**config.mk**
```make
export PLATFORM = sky130hd
export DESIGN_NAME = mem_seq_ctrl
export DESIGN_NICKNAME = d
export VERILOG_FILES = /design/src/rtl/mem_seq_pkg.sv /design/src/rtl/mem_addr_gen.sv /design/src/rtl/mem_seq_ctrl.sv
export SDC_FILE = /design/constraint.sdc
export NUM_CORES = 1
export LEC_CHECK = 0
export ABC_AREA = 1
export BUFFER_PORTS_ARGS = -buffer_cell sky130_fd_sc_hd__buf_4
export CAP_MARGIN = 25
export CELL_PAD_IN_SITES_DETAIL_PLACEMENT = 0
export CELL_PAD_IN_SITES_GLOBAL_PLACEMENT = 1
export CORE_MARGIN = 2
export CORE_UTILIZATION = 25
export DETAILED_ROUTE_END_ITERATION = 8
export GPL_TIMING_DRIVEN = 0
export PLACE_DENSITY_LB_ADDON = 0.1
export SYNTH_ARGS = -nofsm -noshare
export SYNTH_HDL_FRONTEND = slang
export SYNTH_SLANG_ARGS = --single-unit
```
**constraint.sdc**
```tcl
create_clock -name clk -period 2.1 [get_ports clk]
set_input_delay 0.42 -clock clk [delete_from_list [all_inputs] [get_ports clk]]
set_output_delay 0.42 -clock clk [all_outputs]
set_load 0.03 [all_outputs]
```
**src/rtl/mem_seq_pkg.sv**
```systemverilog
// Shared definitions for the vector memory sequencer: default widths and
// the controller state encoding.
package mem_seq_pkg;

   localparam int ADDR_W_DEF = 8;
   localparam int DATA_W_DEF = 32;

   typedef enum logic [1:0] {
      ST_IDLE  = 2'd0,
      ST_RUN   = 2'd1,
      ST_DRAIN = 2'd2,
      ST_DONE  = 2'd3
   } state_e;

endpackage

```
**src/rtl/mem_addr_gen.sv**
```systemverilog
// Element address generator: latches base/len at command start, counts the
// element index, forms base+idx (wrapping naturally at 2^ADDR_W) and flags
// the last element.
module mem_addr_gen
   import mem_seq_pkg::*;
#(
   parameter int ADDR_W = ADDR_W_DEF
) (
   input  logic              clk,
   input  logic              rst_n,
   input  logic              start,
   input  logic [ADDR_W-1:0] base_in,
   input  logic [ADDR_W-1:0] len_in,
   input  logic              advance,
   output logic [ADDR_W-1:0] addr,
   output logic [ADDR_W-1:0] idx,
   output logic              last
);

   logic [ADDR_W-1:0] base_q, base_d;
   logic [ADDR_W-1:0] len_q, len_d;
   logic [ADDR_W-1:0] idx_q, idx_d;

   // Next-state: start reloads the command fields, advance steps the index.
   always_comb begin
      base_d = base_q;
      len_d  = len_q;
      idx_d  = idx_q;
      if (start) begin
         base_d = base_in;
         len_d  = len_in;
         idx_d  = '0;
      end else if (advance) begin
         idx_d = idx_q + ADDR_W'(1);
      end
   end

   // Command field and index registers.
   always_ff @(posedge clk or negedge rst_n) begin
      if (!rst_n) begin
         base_q <= '0;
         len_q  <= '0;
         idx_q  <= '0;
      end else begin
         base_q <= base_d;
         len_q  <= len_d;
         idx_q  <= idx_d;
      end
   end

   // Address is the modular sum; len==0 never reaches RUN so len-1 is safe.
   always_comb begin
      addr = base_q + idx_q;
      idx  = idx_q;
      last = (idx_q == (len_q - ADDR_W'(1)));
   end

endmodule

```
**src/rtl/mem_seq_ctrl.sv**
```systemverilog
// Vector memory sequencer. Accepts one load/store command at a time and walks
// base..base+len-1 over a single-port RAM with one-cycle read latency.
// Handshake: a command transfers on a rising edge where cmd_valid && cmd_ready;
// a store element transfers on a rising edge where wdata_valid && wdata_ready.
module mem_seq_ctrl
   import mem_seq_pkg::*;
#(
   parameter int ADDR_W = ADDR_W_DEF,
   parameter int DATA_W = DATA_W_DEF
) (
   input  logic              clk,
   input  logic              rst_n,
   input  logic              cmd_valid,
   output logic              cmd_ready,
   input  logic              cmd_store,
   input  logic [ADDR_W-1:0] cmd_base,
   input  logic [ADDR_W-1:0] cmd_len,
   input  logic              abort,
   input  logic [DATA_W-1:0] wdata_in,
   input  logic              wdata_valid,
   output logic              wdata_ready,
   output logic [ADDR_W-1:0] mem_addr,
   output logic              mem_wren,
   output logic [DATA_W-1:0] mem_wdata,
   input  logic [DATA_W-1:0] mem_q,
   output logic [DATA_W-1:0] rdata,
   output logic              rdata_valid,
   output logic [ADDR_W-1:0] rdata_idx,
   output logic              busy,
   output logic              done,
   output logic [1:0]        state_dbg
);

   state_e            state_q, state_d;
   logic              store_q, store_d;
   logic              rdata_valid_q, rdata_valid_d;
   logic [ADDR_W-1:0] rdata_idx_q, rdata_idx_d;

   logic              start;
   logic              wr_fire;
   logic              rd_issue;
   logic              advance;
   logic [ADDR_W-1:0] idx;
   logic              last;

   mem_addr_gen #(.ADDR_W(ADDR_W)) u_addr_gen (
      .clk     (clk),
      .rst_n   (rst_n),
      .start   (start),
      .base_in (cmd_base),
      .len_in  (cmd_len),
      .advance (advance),
      .addr    (mem_addr),
      .idx     (idx),
      .last    (last)
   );

   // Per-cycle datapath decisions and FSM next state.
   always_comb begin
      start    = (state_q == ST_IDLE) && cmd_valid;
      wr_fire  = (state_q == ST_RUN) && store_q && wdata_valid && !abort;
      rd_issue = (state_q == ST_RUN) && !store_q && !abort;
      advance  = wr_fire || rd_issue;

      store_d       = start ? cmd_store : store_q;
      rdata_valid_d = rd_issue;
      rdata_idx_d   = rd_issue ? idx : rdata_idx_q;

      state_d = state_q;
      case (state_q)
         ST_IDLE: begin
            if (cmd_valid) state_d = (cmd_len != '0) ? ST_RUN : ST_DONE;
         end
         ST_RUN: begin
            if (abort)                  state_d = ST_IDLE;
            else if (wr_fire && last)   state_d = ST_DONE;
            else if (rd_issue && last)  state_d = ST_DRAIN;
         end
         ST_DRAIN: state_d = abort ? ST_IDLE : ST_DONE;
         ST_DONE:  state_d = ST_IDLE;
         default:  state_d = ST_IDLE;
      endcase
   end

   // FSM state, command direction and read-response pipeline stage.
   always_ff @(posedge clk or negedge rst_n) begin
      if (!rst_n) begin
         state_q       <= ST_IDLE;
         store_q       <= 1'b0;
         rdata_valid_q <= 1'b0;
         rdata_idx_q   <= '0;
      end else begin
         state_q       <= state_d;
         store_q       <= store_d;
         rdata_valid_q <= rdata_valid_d;
         rdata_idx_q   <= rdata_idx_d;
      end
   end

   // Output decode; rdata is forced to zero when not flagged valid.
   always_comb begin
      cmd_ready   = (state_q == ST_IDLE);
      busy        = (state_q != ST_IDLE);
      done        = (state_q == ST_DONE);
      mem_wren    = wr_fire;
      wdata_ready = wr_fire;
      mem_wdata   = wdata_in;
      rdata_valid = rdata_valid_q;
      rdata_idx   = rdata_idx_q;
      rdata       = rdata_valid_q ? mem_q : '0;
      state_dbg   = state_q;
   end

endmodule

```
==> impl_metrics.yaml <==
yosys:
  netlist.area_leader.share: 0.3396
  netlist_area_mm2: 0.002653
  yosysTopAreaCell: "dfrtp_1"
  avgSynthCellArea_um2: 6.819
  synth_cell_types: 25
  syn_nets: 485
  seq_area_frac_synth: 0.3396
  synth_cells: 389
  synth_edf_count: 0
  ys_warn_count: 0
  yosysMostFrequentCell: "nand2_1"
  yosys-top-cells-count: "130 x nand2_1, 67 x inv_1, 36 x dfrtp_1"
  ys_ff_latch: 36
  synth_area_leaders: "dfrtp_1 34%, nand2_1 18%, inv_1 9.5%"
  synth-main-ff-cell: "dfrtp_1"
  synthArstFlopShare: 1.000
sta:
  hold_viol: 0
  worst_slack_ns: -0.3539
  skew_ns: 0.008453
  holdWs_ns: 0.08539
  report.final.slew_viol_count: 0
  setup_viol_count_final: 6
  min_period_over_period: 1.169
  post-route-min-period_ns: 2.454
  final.setup.tns_ns: -0.9215
  rsz0062_at_grt: "true"
  slew_headroom: 0.6826
  fmax_mhz: 407.5
  tightest_slew_ns: 0.4760
cells_and_area:
  fillers: 1103
  final_cells: 683
  nNetsFinal: 642
  diodes: 0
  area_growth_pct: 59.39
  post_route_cells_drive_above_1_share: 0.4223
clock_tree:
  tritoncts: "built"
  clk_pin_slew_ns: 0.08
  cts_made_buffers: 5
  cts_hold_buf: 0
  cts_max_level: 2
  cts.path.max_buffers: 2
  root_buffer: "clkbuf_8"
  clock_latency_ns: 0.29
  cts.sinks: 36
placed_design:
  dp.cells: 666
  gp_congestion: 0.8027
  hpwl_um: 6760
  portBuffers: 141
setup_path:
  r2r_slack_ns: 0.26
  cp_data_required_time_ns: 1.68
  crit_family: "adder cells"
  cp.arrival_ns: 2.03
  cp-start-kind: "flip-flop"
  max_stage_delay_ns: 0.40
  critPathKind: "reg2out"
  crit_chain: "ha_4, inv_2, fa_2, o21ai_2, nand2_1, a21oi_2, nor2_2, xnor2_2, buf_6"
  critPathBufInv: 2
  r2r_cells: 13
  worst_setup_path_end_kind: "primary output"
  cp.depth: 9
  path_max_fanout: 2
  crit_slowest_cell: "dfrtp_1"
status:
  status: "finished, violations left"
  violations: "negative setup slack"
floorplan:
  start_util: 0.2569
  die_x_um: 107.0
  die_area_mm2: 0.01145
  die_height_um: 107.0
  io_pins: 174
  row_count: 37
  core_area_mm2: 0.01032
global_routing:
  grt_pass1_vias: 2661
  antenna_found_initial: 0
  grt_max_degree: 37
  grt_pass1_wl_um: 12960
  track_usage: 0.1421
  globalRouteOverflowTotal: 0
pwr:
  cellPowerDensity_mw_per_mm2: 1248
  max-vdd-ir-drop_mv: 0.5814
  p_leak_nw: 2.461
  power_mw: 5.276
run:
  drv_cap: 0
routing:
  wl_per_cell_um: 12.21
  wl_um: 8337
  num_vias: 2837
  antenna_left: 0
  vias_per_cell: 4.154
  drtIter0Drc: 72
  drc_errors: 0
  drtPass1Iterations: 6
hold_path:
  hold_path_class: "in2async"
==> flip-flops by register name (all words and copies together), names as in the netlist <==
register / flops
u_addr_gen.idx: 8
state_dbg: 2
rdata_valid: 1
u_addr_gen.len_q: 8
u_addr_gen.base_q: 8
store_q: 1
rdata_idx: 8
==> cell families (layout without fill, tap and decap cells) <==
family / count (synthesis) / after routing / synth area share
buffers and inverters: 110 / 268 / 0.2038
and+or+nand+nor: 185 / 185 / 0.2986
DFF: 36 / 36 / 0.3396
adders and majority gates: 10 / 10 / 0.05000
AOI/OAI and AO/OA: 38 / 38 / 0.07500
xor gates and xnor gates: 10 / 10 / 0.03302
==> final timing paths <==
| check | start | end |
|---|---|---|
| hold / removal | rst_n | state_dbg[1] |
| hold reg to reg | u_addr_gen.base_q[4] | u_addr_gen.base_q[4] |
| setup reg to reg | u_addr_gen.len_q[0] | state_dbg[1] |
| setup / recovery | u_addr_gen.base_q[0] | mem_addr[6] |
| min in group clk | cmd_base[0] | u_addr_gen.base_q[0] |
| max in group asynchronous | rst_n | u_addr_gen.idx[0] |
==> layout by cell type, fill, tap and decap left out, types with 2 or more instances in the layout <==
cell type,synthesis,final
ha_1,9,2
o21ai_1,2,2
nor4_1,2,2
dfrtp_1,36,32
nand2_1,130,129
clkbuf_1,4,4
nand4_1,3,3
xnor2_1,4,2
xnor2_2,0,2
nand3_2,2,2
a21oi_2,0,3
xor2_2,0,2
ha_4,0,7
xor2_1,6,4
clkbuf_8,0,5
o21ai_2,0,2
a21oi_1,12,9
nor3_1,2,2
buf_4,33,178
buf_6,0,5
o21ai_0,21,19
nand3_1,24,24
inv_1,67,64
buf_2,3,3
inv_2,3,6
nor2_4,5,5
nor2_1,16,15
dfrtp_2,0,4
nor2_2,1,2
==> area by class of cell <==
cell class              count  area [µm²]  area share
clock inverters             3       42.54     0.01006
well taps                 136       170.2     0.04025
multi-input cells         243        1355      0.3205
inverters                  70       262.8     0.06215
clock buffers               5       68.82     0.01628
flip-flops and latches     36       905.9      0.2143
repair buffers            150        1145      0.2708
plain buffers              40       277.8     0.06570
==> power by group <==
group          switching (mW)  total [mW]  internal (mW)
sequential              0.254        1.21          0.955
combinational            2.08        3.44           1.36
clock                   0.270       0.622          0.352
==> metrics by stage <==
stage / setup WS (ns) / instance area [µm²] / utilization
floorplan: -0.03284 / 2681 / -
global route: -0.4467 / 4228 / 0.4095
finish: -0.3539 / 4228 / 0.4095
global placement: -0.1946 / 3910 / 0.3787
CTS: -0.3287 / 4192 / 0.4060
detailed placement: -0.2066 / 3910 / 0.3787
==> layer usage <==
| metal | wire length (µm) | global-route usage | up-vias |
|---|---|---|---|
| li1 | - | - | 1464 |
| met1 | 3463 | 0.1744 | 1264 |
| met2 | 4272 | 0.2571 | 107 |
| met3 | 571 | 0.03283 | 2 |
| met4 | 30 | 0.02226 | 0 |
| met5 | 0 | 0 | - |
==> worst register-to-register path, delay by kind of cell, from the launching register on <==
kind                     cells  cell delay (ns)
adder cells (fa/ha/maj)      1             0.23
flip-flops                   1             0.42
AND/OR/NAND/NOR             10             0.92
buffers and inverters        2             0.20
==> repair_timing <==
action / in CTS / in global routing
gates resized for setup: 22 / 7
gates cloned: 0 / 0
pin swaps: 12 / 7
setup buffers: 7 / 2
endpoints found under the setup margin: 7 / 8
Note: power is estimated with default switching activity, not from simulation.
